===== src/rtl/apb_pkg.sv =====
// Shared types and constants for the APB register-file completer.
package apb_pkg;

  typedef enum logic {
    IDLE,
    ACCESS
  } apb_slv_state_t;

  localparam int WIN_W      = 12;             // 4 KB decode window
  localparam int WORD_SHIFT = 2;              // byte address -> word index
  localparam int OFF_W      = WIN_W - WORD_SHIFT;
  localparam int CNT_W      = 4;              // holds WAIT_STATES up to 15

endpackage


===== src/rtl/apb_regfile_core.sv =====
// Word-addressed register file: one write port, one combinational read port,
// constant ID word at index 0.
module apb_regfile_core #(
  parameter int                  DATA_WIDTH = 32,
  parameter int                  NUM_REGS   = 16,
  parameter logic [DATA_WIDTH-1:0] ID_VALUE = 32'hA9B0_0001,
  parameter int                  IDX_W      = $clog2(NUM_REGS)
) (
  input  logic                           clk,
  input  logic                           rst_n,
  input  logic                           we,
  input  logic [IDX_W-1:0]               waddr,
  input  logic [DATA_WIDTH-1:0]          wdata,
  input  logic [IDX_W-1:0]               raddr,
  output logic [DATA_WIDTH-1:0]          rdata,
  output logic [NUM_REGS*DATA_WIDTH-1:0] regs_o
);

  // Index 0 is the constant ID, so storage starts at 1.
  logic [DATA_WIDTH-1:0] mem [1:NUM_REGS-1];

  // NOTE: the file is small and software expects it cleared, so every word is
  // reset here; larger memories normally stay unreset to allow RAM mapping.
  always_ff @(posedge clk) begin
    if (!rst_n) begin
      for (int i = 1; i < NUM_REGS; i++) mem[i] <= '0;
    end else if (we && waddr != '0 && int'(waddr) < NUM_REGS) begin
      mem[waddr] <= wdata;
    end
  end

  always_comb begin
    rdata = '0;
    if (raddr == '0)                 rdata = ID_VALUE;
    else if (int'(raddr) < NUM_REGS) rdata = mem[raddr];
  end

  always_comb begin
    regs_o[0 +: DATA_WIDTH] = ID_VALUE;
    for (int i = 1; i < NUM_REGS; i++) regs_o[i*DATA_WIDTH +: DATA_WIDTH] = mem[i];
  end

endmodule


===== src/rtl/apb_slave_regfile.sv =====
// APB completer for one slave slot: window decode, wait-state insertion,
// PSLVERR on bad accesses, backed by apb_regfile_core.
module apb_slave_regfile
  import apb_pkg::*;
#(
  parameter int                    ADDR_WIDTH  = 32,
  parameter int                    DATA_WIDTH  = 32,
  parameter logic [ADDR_WIDTH-1:0] BASE_ADDR   = 32'h0001_F000,
  parameter int                    NUM_REGS    = 16,
  parameter int                    WAIT_STATES = 1,
  parameter logic [DATA_WIDTH-1:0] ID_VALUE    = 32'hA9B0_0001
) (
  input  logic                           clk,
  input  logic                           rst_n,
  input  logic                           psel_i,
  input  logic                           penable_i,
  input  logic                           pwrite_i,
  input  logic [ADDR_WIDTH-1:0]          paddr_i,
  input  logic [DATA_WIDTH-1:0]          pwdata_i,
  output logic [DATA_WIDTH-1:0]          prdata_o,
  output logic                           pready_o,
  output logic                           pslverr_o,
  output logic [NUM_REGS*DATA_WIDTH-1:0] regs_o
);

  localparam int IDX_W = $clog2(NUM_REGS);

  apb_slv_state_t        state_q, state_d;
  logic [CNT_W-1:0]      cnt_q;
  logic [IDX_W-1:0]      idx_q;
  logic                  write_q;
  logic                  err_q;
  logic [DATA_WIDTH-1:0] wdata_q;

  logic                  setup;
  logic [OFF_W-1:0]      word_off;
  logic                  dec_err;
  logic                  we;
  logic [DATA_WIDTH-1:0] rd_data;

  assign setup    = psel_i & ~penable_i;
  assign word_off = paddr_i[WIN_W-1:WORD_SHIFT];
  assign dec_err  = (paddr_i[ADDR_WIDTH-1:WIN_W] != BASE_ADDR[ADDR_WIDTH-1:WIN_W])
                  | (paddr_i[WORD_SHIFT-1:0] != '0)
                  | (int'(word_off) >= NUM_REGS)
                  | (pwrite_i & (word_off == '0));

  apb_regfile_core #(
    .DATA_WIDTH (DATA_WIDTH),
    .NUM_REGS   (NUM_REGS),
    .ID_VALUE   (ID_VALUE),
    .IDX_W      (IDX_W)
  ) u_core (
    .clk    (clk),
    .rst_n  (rst_n),
    .we     (we),
    .waddr  (idx_q),
    .wdata  (wdata_q),
    .raddr  (word_off[IDX_W-1:0]),
    .rdata  (rd_data),
    .regs_o (regs_o)
  );

  // Outputs depend only on registered state, so they hold steady through ACCESS.
  // NOTE: combinational blocks use blocking '=' with a default first, which
  // keeps every path assigned and avoids latch inference.
  always_comb begin
    state_d  = state_q;
    we       = 1'b0;
    pready_o = 1'b0;
    unique case (state_q)
      IDLE: begin
        if (setup) state_d = ACCESS;
      end
      ACCESS: begin
        pready_o = (cnt_q == '0);
        if (!psel_i) begin
          state_d = IDLE;
        end else if (cnt_q == '0) begin
          state_d = IDLE;
          we      = write_q & ~err_q;
        end
      end
      default: state_d = IDLE;
    endcase
    pslverr_o = pready_o & err_q;
  end

  // NOTE: sequential state uses non-blocking '<=' so every register samples
  // pre-edge values regardless of statement order.
  always_ff @(posedge clk) begin
    if (!rst_n) state_q <= IDLE;
    else        state_q <= state_d;
  end

  always_ff @(posedge clk) begin
    if (!rst_n) begin
      cnt_q    <= '0;
      idx_q    <= '0;
      write_q  <= 1'b0;
      err_q    <= 1'b0;
      wdata_q  <= '0;
      prdata_o <= '0;
    end else if (state_q == IDLE && setup) begin
      cnt_q    <= CNT_W'(WAIT_STATES);
      idx_q    <= word_off[IDX_W-1:0];
      write_q  <= pwrite_i;
      err_q    <= dec_err;
      wdata_q  <= pwdata_i;
      prdata_o <= (dec_err || pwrite_i) ? '0 : rd_data;
    end else if (state_q == ACCESS && psel_i && penable_i && cnt_q != '0) begin
      cnt_q <= cnt_q - 1'b1;
    end
  end

endmodule


===== config.mk =====
export PLATFORM = sky130hd
export DESIGN_NAME = apb_slave_regfile
export DESIGN_NICKNAME = d
export VERILOG_FILES = /design/src/rtl/apb_pkg.sv /design/src/rtl/apb_regfile_core.sv /design/src/rtl/apb_slave_regfile.sv
export SDC_FILE = /design/constraint.sdc
export NUM_CORES = 1
export LEC_CHECK = 0
export ABC_AREA = 1
export BUFFER_PORTS_ARGS = -buffer_cell sky130_fd_sc_hd__buf_4
export CORE_MARGIN = 5
export CORE_UTILIZATION = 25
export DETAILED_ROUTE_END_ITERATION = 6
export GPL_ROUTABILITY_DRIVEN = 0
export GPL_TIMING_DRIVEN = 0
export PLACE_DENSITY = 0.41
export SLEW_MARGIN = 20
export SYNTH_ARGS = -nofsm -noshare
export SYNTH_HDL_FRONTEND = slang
export SYNTH_SLANG_ARGS = --single-unit

===== constraint.sdc =====
create_clock -name clk -period 3.1 [get_ports clk]
set_clock_uncertainty 0.2 [all_clocks]
set_input_delay 0.465 -clock clk [delete_from_list [all_inputs] [get_ports clk]]
set_output_delay 0.465 -clock clk [all_outputs]
set_load 0.1 [all_outputs]

==> flow_summary.yaml, run 1 <==
cts:
  insertion_delay_ps: 630
  cts.sinks: 579
  cts_tree: "yes"
  cts_buffers: 71
  cts_root_buf: "clkbuf_16"
  h-tree-depth: 3
  cts_max_path_buffers: 3
  path_clk_slew_ps: 60
sta:
  slew_violations: 0
  finalCriticalPeriod_ps: 2980
  setup_violations: 0
  fin_ws_ps: 118
  slew_headroom_pct: 19.6
  rsz0062_at_grt: "no"
  period_share_pct: 96.2
  fmax_mhz: 335
  hold_viol: 0
  whs_ps: 73.5
  worst_pin_slew_ps: 1210
setup_path:
  cp_slowest_cell: "dfxtp_1"
  cpPeakStageDelay_ps: 310
  crit_type: "reg -> reg"
  required_ps: 3200
  crit_chain: "inv_1, ha_1, nand3_2, nor3_4, nand2_1, nor3_4, buf_12, nand2_4, buf_2, nand2_8, buf_12"
  end_kind: "register"
  crit_path_start_kind: "register"
  crit_arrival_ps: 3080
  crit_path_max_fanout: 21
global_routing:
  grt_max_degree: 33
  grt_pass1_vias: 22831
  antenna_found_initial: 4
  grt_overflow: 0
  grt_pass1_wl_um: 190000
  grtUsageTotal_pct: 24.2
cells_and_area:
  ff_latch_area_mm2: 0.0166
  fill_cells: 11328
  nets: 3890
  final_util_pct: 34.1
  drive_above_1_share_pct: 21.8
  multi_input_area_mm2: 0.00789
  area_growth_pct: 35.9
  fin_area_mm2: 0.0363
routing:
  vias: 23787
  drt-pass1-iter-count: 6
  drc: 0
  drt_iter0_drc: 1886
  totalWireLength_um: 144000
  final_antenna_net_count: 0
  viasPerCell: 4.51
  wl_per_cell_um: 27.2
synth:
  ys_seq_area_share_pct: 62.2
  synth_cell_types: 22
  ys_warn_count: 0
  synth_area_mm2: 0.0267
  ys_ff_latch: 579
  netlist_instances: 3051
  synth_area_per_cell_um2: 8.77
placed_design:
  dpl-instance-area_mm2: 0.0334
  dp_hpwl_um: 111000
  place.port_buffers: 578
  pre_cts_ws_ps: -761
power:
  peakVddDrop_mv: 0.313
  power.density_mw_per_mm2: 579
  cellLeakagePower_nw: 16.1
  finalPower_mw: 21.0
floorplanning:
  io_pins: 615
  initial_core_util_pct: 25.1
  core_area_mm2: 0.107
  chipHeight_um: 337
  dieArea_mm2: 0.114
  num_rows: 120
  die_w_um: 337
min_path:
  holdCritPathClass: "in -> reg"
run:
  cap_violations: 0
status:
  outcome: "complete, no violations"
-- worst max-delay path: cells and delay by family, from the launching register on --
kind / cells / cell delay (ps)
adders and majority gates: 1 / 170
and+or+nand+nor: 6 / 1160
DFF: 1 / 310
buffers and inverters: 4 / 770
-- layout make-up --
cell class	instances	area share, %
antenna	4	0.0275
buffer	233	3.10
clock buffer	91	5.29
clock inverter	35	0.713
inverter	426	4.40
multi-input combinational	1867	21.7
sequential	579	45.8
tap	1403	4.83
timing repair buffer	641	14.1
-- synth_stat cells --
library cell	count	area (um^2)
nand2_1	744	2790
nand4_1	11	68.8
nor3b_1	1	7.51
dfxtp_1	75	1500
inv_1	423	1590
a31oi_1	1	6.26
ha_1	2	25.0
clkbuf_1	112	420
buf_4	32	240
nand3_1	304	1520
a21oi_1	42	210
inv_2	1	3.75
clkinv_1	2	7.51
or2_2	1	6.26
conb_1	2	7.51
edfxtp_1	504	15100
o21ai_0	97	485
nor3_1	3	15.0
buf_1	16	60.1
buf_2	73	365
nor2_1	604	2270
nor3_2	1	10.0
-- state kept, by name, summed over array words and instances, names as in the netlist --
register,count
idx_q,4
prdata_o,32
wdata_q,32
cnt_q,4
write_q,1
err_q,1
u_core.mem,504
state_q,1
-- report_power, final --
part           switching [mW]  internal [mW]
registers               0.219           8.73
clock network            3.50           4.63
logic                    3.25          0.720
-- cell families (layout without fill, tap and decap cells) --
logic type / after synthesis / in the layout / synth area share, %
compound gates: 140 / 140 / 2.62
fa+ha+maj: 2 / 2 / 0.0936
buf+inv: 659 / 1426 / 10.0
flops: 579 / 579 / 62.2
other cells: 2 / 60 / 0.0281
simple gates: 1669 / 1669 / 25.0
-- through the flow --
stage          setup TNS [ps]  instances
2_1_floorplan               0       3105
3_3_place_gp          -741730       5086
3_5_place_dp          -296090       5100
4_1_cts                  -797       5268
5_1_grt                     0       5277
6_report                    0       5279
-- layer usage --
metal | GRT usage [%] | vias up | share of wire [%]
met5 | 0 | - | 0.0090
met2 | 40.3 | 933 | 47
li1 | - | 11091 | -
met1 | 31.0 | 11590 | 41
met3 | 5.83 | 171 | 8.1
met4 | 7.87 | 2 | 3.4
-- repair_timing --
item / in CTS / in global routing
buffers inserted: 12 / 5
endpoints found under the hold margin: 31 / 0
pin swaps: 0 / 2
setup endpoints to repair: 632 / 347
hold buffers: 30 / 0
gates resized for setup: 23 / 33
gates cloned: 0 / 2
-- path summary, 6_finish.rpt --
check	from	end	slack [ps]	cells past startpoint
max	cnt_q[1]	u_core.mem[6][9]	120	11
min	pwdata_i[16]	wdata_q[16]	70	3
max reg2reg	cnt_q[1]	u_core.mem[6][9]	120	11
min reg2reg	wdata_q[13]	u_core.mem[0][13]	230	0
-- cells in the final DEF, fill, tap and decap left out, types with 7 or more instances in the layout --
master	instances
nand2_1	725
buf_4	629
nor2_1	604
edfxtp_1	504
inv_1	423
nand3_1	303
clkbuf_1	121
o21ai_0	97
dfxtp_1	75
clkbuf_16	73
buf_2	65
conb_1	56
a21oi_1	42
dlygate4sd3_1	30
buf_1	16
clkinv_1	15
clkinv_2	12
buf_12	12
nand4_1	11
nand2_8	11
clkbuf_8	7
(Power assumes the default switching activity.)
==> run 2, diff against run 1 <==
--- a/config.mk
+++ b/config.mk
@@ -16,4 +16,5 @@
 export SLEW_MARGIN = 20
 export SYNTH_ARGS = -nofsm -noshare
 export SYNTH_HDL_FRONTEND = slang
+export SYNTH_HIERARCHICAL = 1
 export SYNTH_SLANG_ARGS = --single-unit
==> run 2 against run 1 <==
  * Combinational power about the same
  * Synthesized cell count increased by 1.8%
  * Clock power grew 5.7%
  * Sequential cell count unchanged
  * Largest cell class unchanged
==> flow_summary.yaml, run 2 <==
setup_path:
  crit_arrival_ps: 3170
  reg2regPathDepth: 12
  path_delay_family: "simple AND/OR/NAND/NOR gates"
  end_kind: "register"
  crit_path_start_kind: "register"
  reg2reg_setup_slack_ps: 60
  crit_type: "reg -> reg"
  endpoint: "u_core/mem[4][24]"
  crit_buf_inv: 4
  cpPeakStageDelay_ps: 330
  crit_path_max_fanout: 17
  crit-reg2reg-launch: "cnt_q[0]"
  crit_chain: "inv_1, ha_1, nand2_2, nor4_4, nand2_1, a21oi_2, nand2_1, inv_1, nand2_2, clkbuf_4, nand2_4, buf_12"
  cp_slowest_cell: "dfxtp_1"
  timing.rr.end: "u_core/mem[4][24]"
  required_ps: 3230
  cp_num_cells: 12
  crit_path_start: "cnt_q[0]"
global_routing:
  grt_max_degree: 24
  antenna_found_initial: 5
  grt_overflow: 0
  grtUsageTotal_pct: 25.0
  grt_pass1_vias: 24174
  grt_pass1_wl_um: 199000
cells_and_area:
  nets: 3955
  regMostFlops: "u_core/mem"
  final_util_pct: 34.5
  final_cell_mix: "nand2_1, buf_4, nor2_1"
  area_growth_pct: 36.6
  finalNonFillerCells: 5348
  top_regs: "u_core/mem: 504 flops, prdata_o: 32 flops, wdata_q: 32 flops"
  largest_reg_flops: 504
  fill_cells: 11296
  final_common_cell: "nand2_1"
  drive_above_1_share_pct: 23.4
synth:
  ys_ff_latch: 579
  synthTopCellsByCount: "nand2_1, nor2_1, edfxtp_1, inv_1, nand3_1"
  synth_edf_count: 504
  synth_top_area_cell: "edfxtp_1"
  synth_area_per_cell_um2: 8.72
  synth-async-reset-ratio_pct: 0
  netlist_instances: 3106
  synth.top_cells.by_area: "edfxtp_1, nand2_1, nor2_1"
  synth.most_common_cell: "nand2_1"
  synthFlopType: "edfxtp_1"
  synth_area_mm2: 0.0271
  synth_cell_types: 31
  ys_warn_count: 6
  ys_seq_area_share_pct: 61.4
  yosysTopAreaCellShare_pct: 55.9
sta:
  whs_ps: 63.5
  rsz0062_at_grt: "yes"
  fin_ws_ps: 58.2
  slew_violations: 0
  period_share_pct: 98.1
  fmax_mhz: 329
  setup_violations: 0
  finalCriticalPeriod_ps: 3040
  hold_viol: 0
  slew_headroom_pct: 24.7
  worst_pin_slew_ps: 1130
power:
  p_seq_share_pct: 41.6
  p_int_mw: 14.6
  peakVddDrop_mv: 0.340
  finalPower_mw: 21.5
  switching_share_pct: 32.4
  combPwrFrac_pct: 18.5
  switchingPower_mw: 6.97
  cellLeakagePower_nw: 16.3
  clock_power_share_pct: 39.8
  power.density_mw_per_mm2: 582
cts:
  cts_buffers: 73
  insertion_delay_ps: 640
  path_clk_slew_ps: 60
  cts_max_path_buffers: 3
  cts_tree: "yes"
  h-tree-depth: 3
  cts.sinks: 579
  cts_root_buf: "clkbuf_16"
floorplanning:
  num_rows: 120
  chipHeight_um: 339
  core_area_mm2: 0.107
  dieArea_mm2: 0.115
  die_w_um: 339
  io_pins: 615
  initial_core_util_pct: 25.2
placed_design:
  place_inst: 5160
  dp_hpwl_um: 120000
  pre_cts_ws_ps: -1010
  place.port_buffers: 582
run:
  cap_violations: 0
routing:
  drc: 0
  totalWireLength_um: 150000
  drt_iter0_drc: 2261
  wl_per_cell_um: 28.0
  drt-pass1-iter-count: 6
  viasPerCell: 4.63
  final_antenna_net_count: 0
  vias: 24736
status:
  outcome: "complete, no violations"
min_path:
  holdCritPathClass: "in -> reg"
## run 2: kinds of logic (layout without fill, tap and decap cells)
family | count (synthesis) | after routing | share of synthesized area, %
xor gates and xnor gates | 1 | 1 | 0.0323
and+or+nand+nor | 1797 | 1797 | 26.6
DFF | 579 | 579 | 61.4
other | 2 | 58 | 0.0277
AOI/OAI and AO/OA | 113 | 113 | 2.30
adders and majority gates | 2 | 2 | 0.0923
buffers and inverters | 612 | 1395 | 9.59
## run 2: worst min-delay path, delay by kind of cell
| kind | cells | cell delay, ps |
|---|---|---|
| AND/OR/NAND/NOR | 5 | 190 |
| AO/OA/AOI/OAI | 1 | 100 |
| buffers and inverters | 1 | 90 |
## run 2: stage by stage
| step | instance area [um^2] | setup TNS (ps) |
|---|---|---|
| floorplan | 27300 | 0 |
| detailed placement | 33900 | -286750 |
| global placement | 33400 | -668170 |
| global route | 37000 | -566 |
| CTS | 37000 | -1090 |
| finish | 37000 | 0 |
## run 2: layer usage
layer | part of all wire [%] | GRT usage, % | up-vias | wire length [um]
li1 | - | - | 11309 | -
met1 | 40 | 31.3 | 12070 | 59500
met2 | 47 | 41.8 | 1142 | 70500
met3 | 9.2 | 6.92 | 211 | 13800
met4 | 3.9 | 8.55 | 4 | 5880
met5 | 0.021 | 0 | - | 32
## run 2: how the worst min path moves through the flow
| stage | endpoint | slack (ps) | depth (start not counted) | from |
|---|---|---|---|---|
| 2_1_floorplan | wdata_q[0] | 220 | 2 | wdata_q[0] |
| 6_report | err_q | 60 | 7 | paddr_i[28] |
| 3_5_place_dp | wdata_q[20] | 240 | 2 | wdata_q[20] |
| 5_1_grt | state_q | 80 | 4 | penable_i |
| 4_1_cts | err_q | 20 | 7 | paddr_i[28] |
| 3_3_place_gp | wdata_q[23] | 230 | 2 | wdata_q[23] |
## run 2: layout make-up
cell class / count / area [um^2] / share of cell area (%)
Inverter: 371 / 1390 / 3.76
Antenna cell: 2 / 5.00 / 0.0135
Clock inverter: 34 / 293 / 0.791
Sequential cell: 579 / 16600 / 44.9
Buffer: 241 / 1230 / 3.32
Multi-Input combinational cell: 1969 / 8290 / 22.4
Clock buffer: 100 / 2070 / 5.58
Tap cell: 1403 / 1760 / 4.74
Timing Repair Buffer: 649 / 5350 / 14.5
## run 2: what timing repair did
action,4_1_cts,5_1_grt
hold buffers,39,0
pin swaps,0,0
endpoints found under the hold margin,42,0
setup endpoints to repair,564,372
buffers inserted,13,0
resized for setup,41,9
## run 2: power by group through the flow
stage | Clock [mW] | Sequential [mW] | Combinational, mW
5_1_grt | 9.09 | 8.98 | 4.15
6_report | 8.58 | 8.96 | 3.99
4_1_cts | 8.78 | 8.96 | 4.02
2_1_floorplan | 0 | 10.6 | 1.04
3_3_place_gp | 0 | 9.14 | 3.85
3_5_place_dp | 0 | 9.13 | 3.92
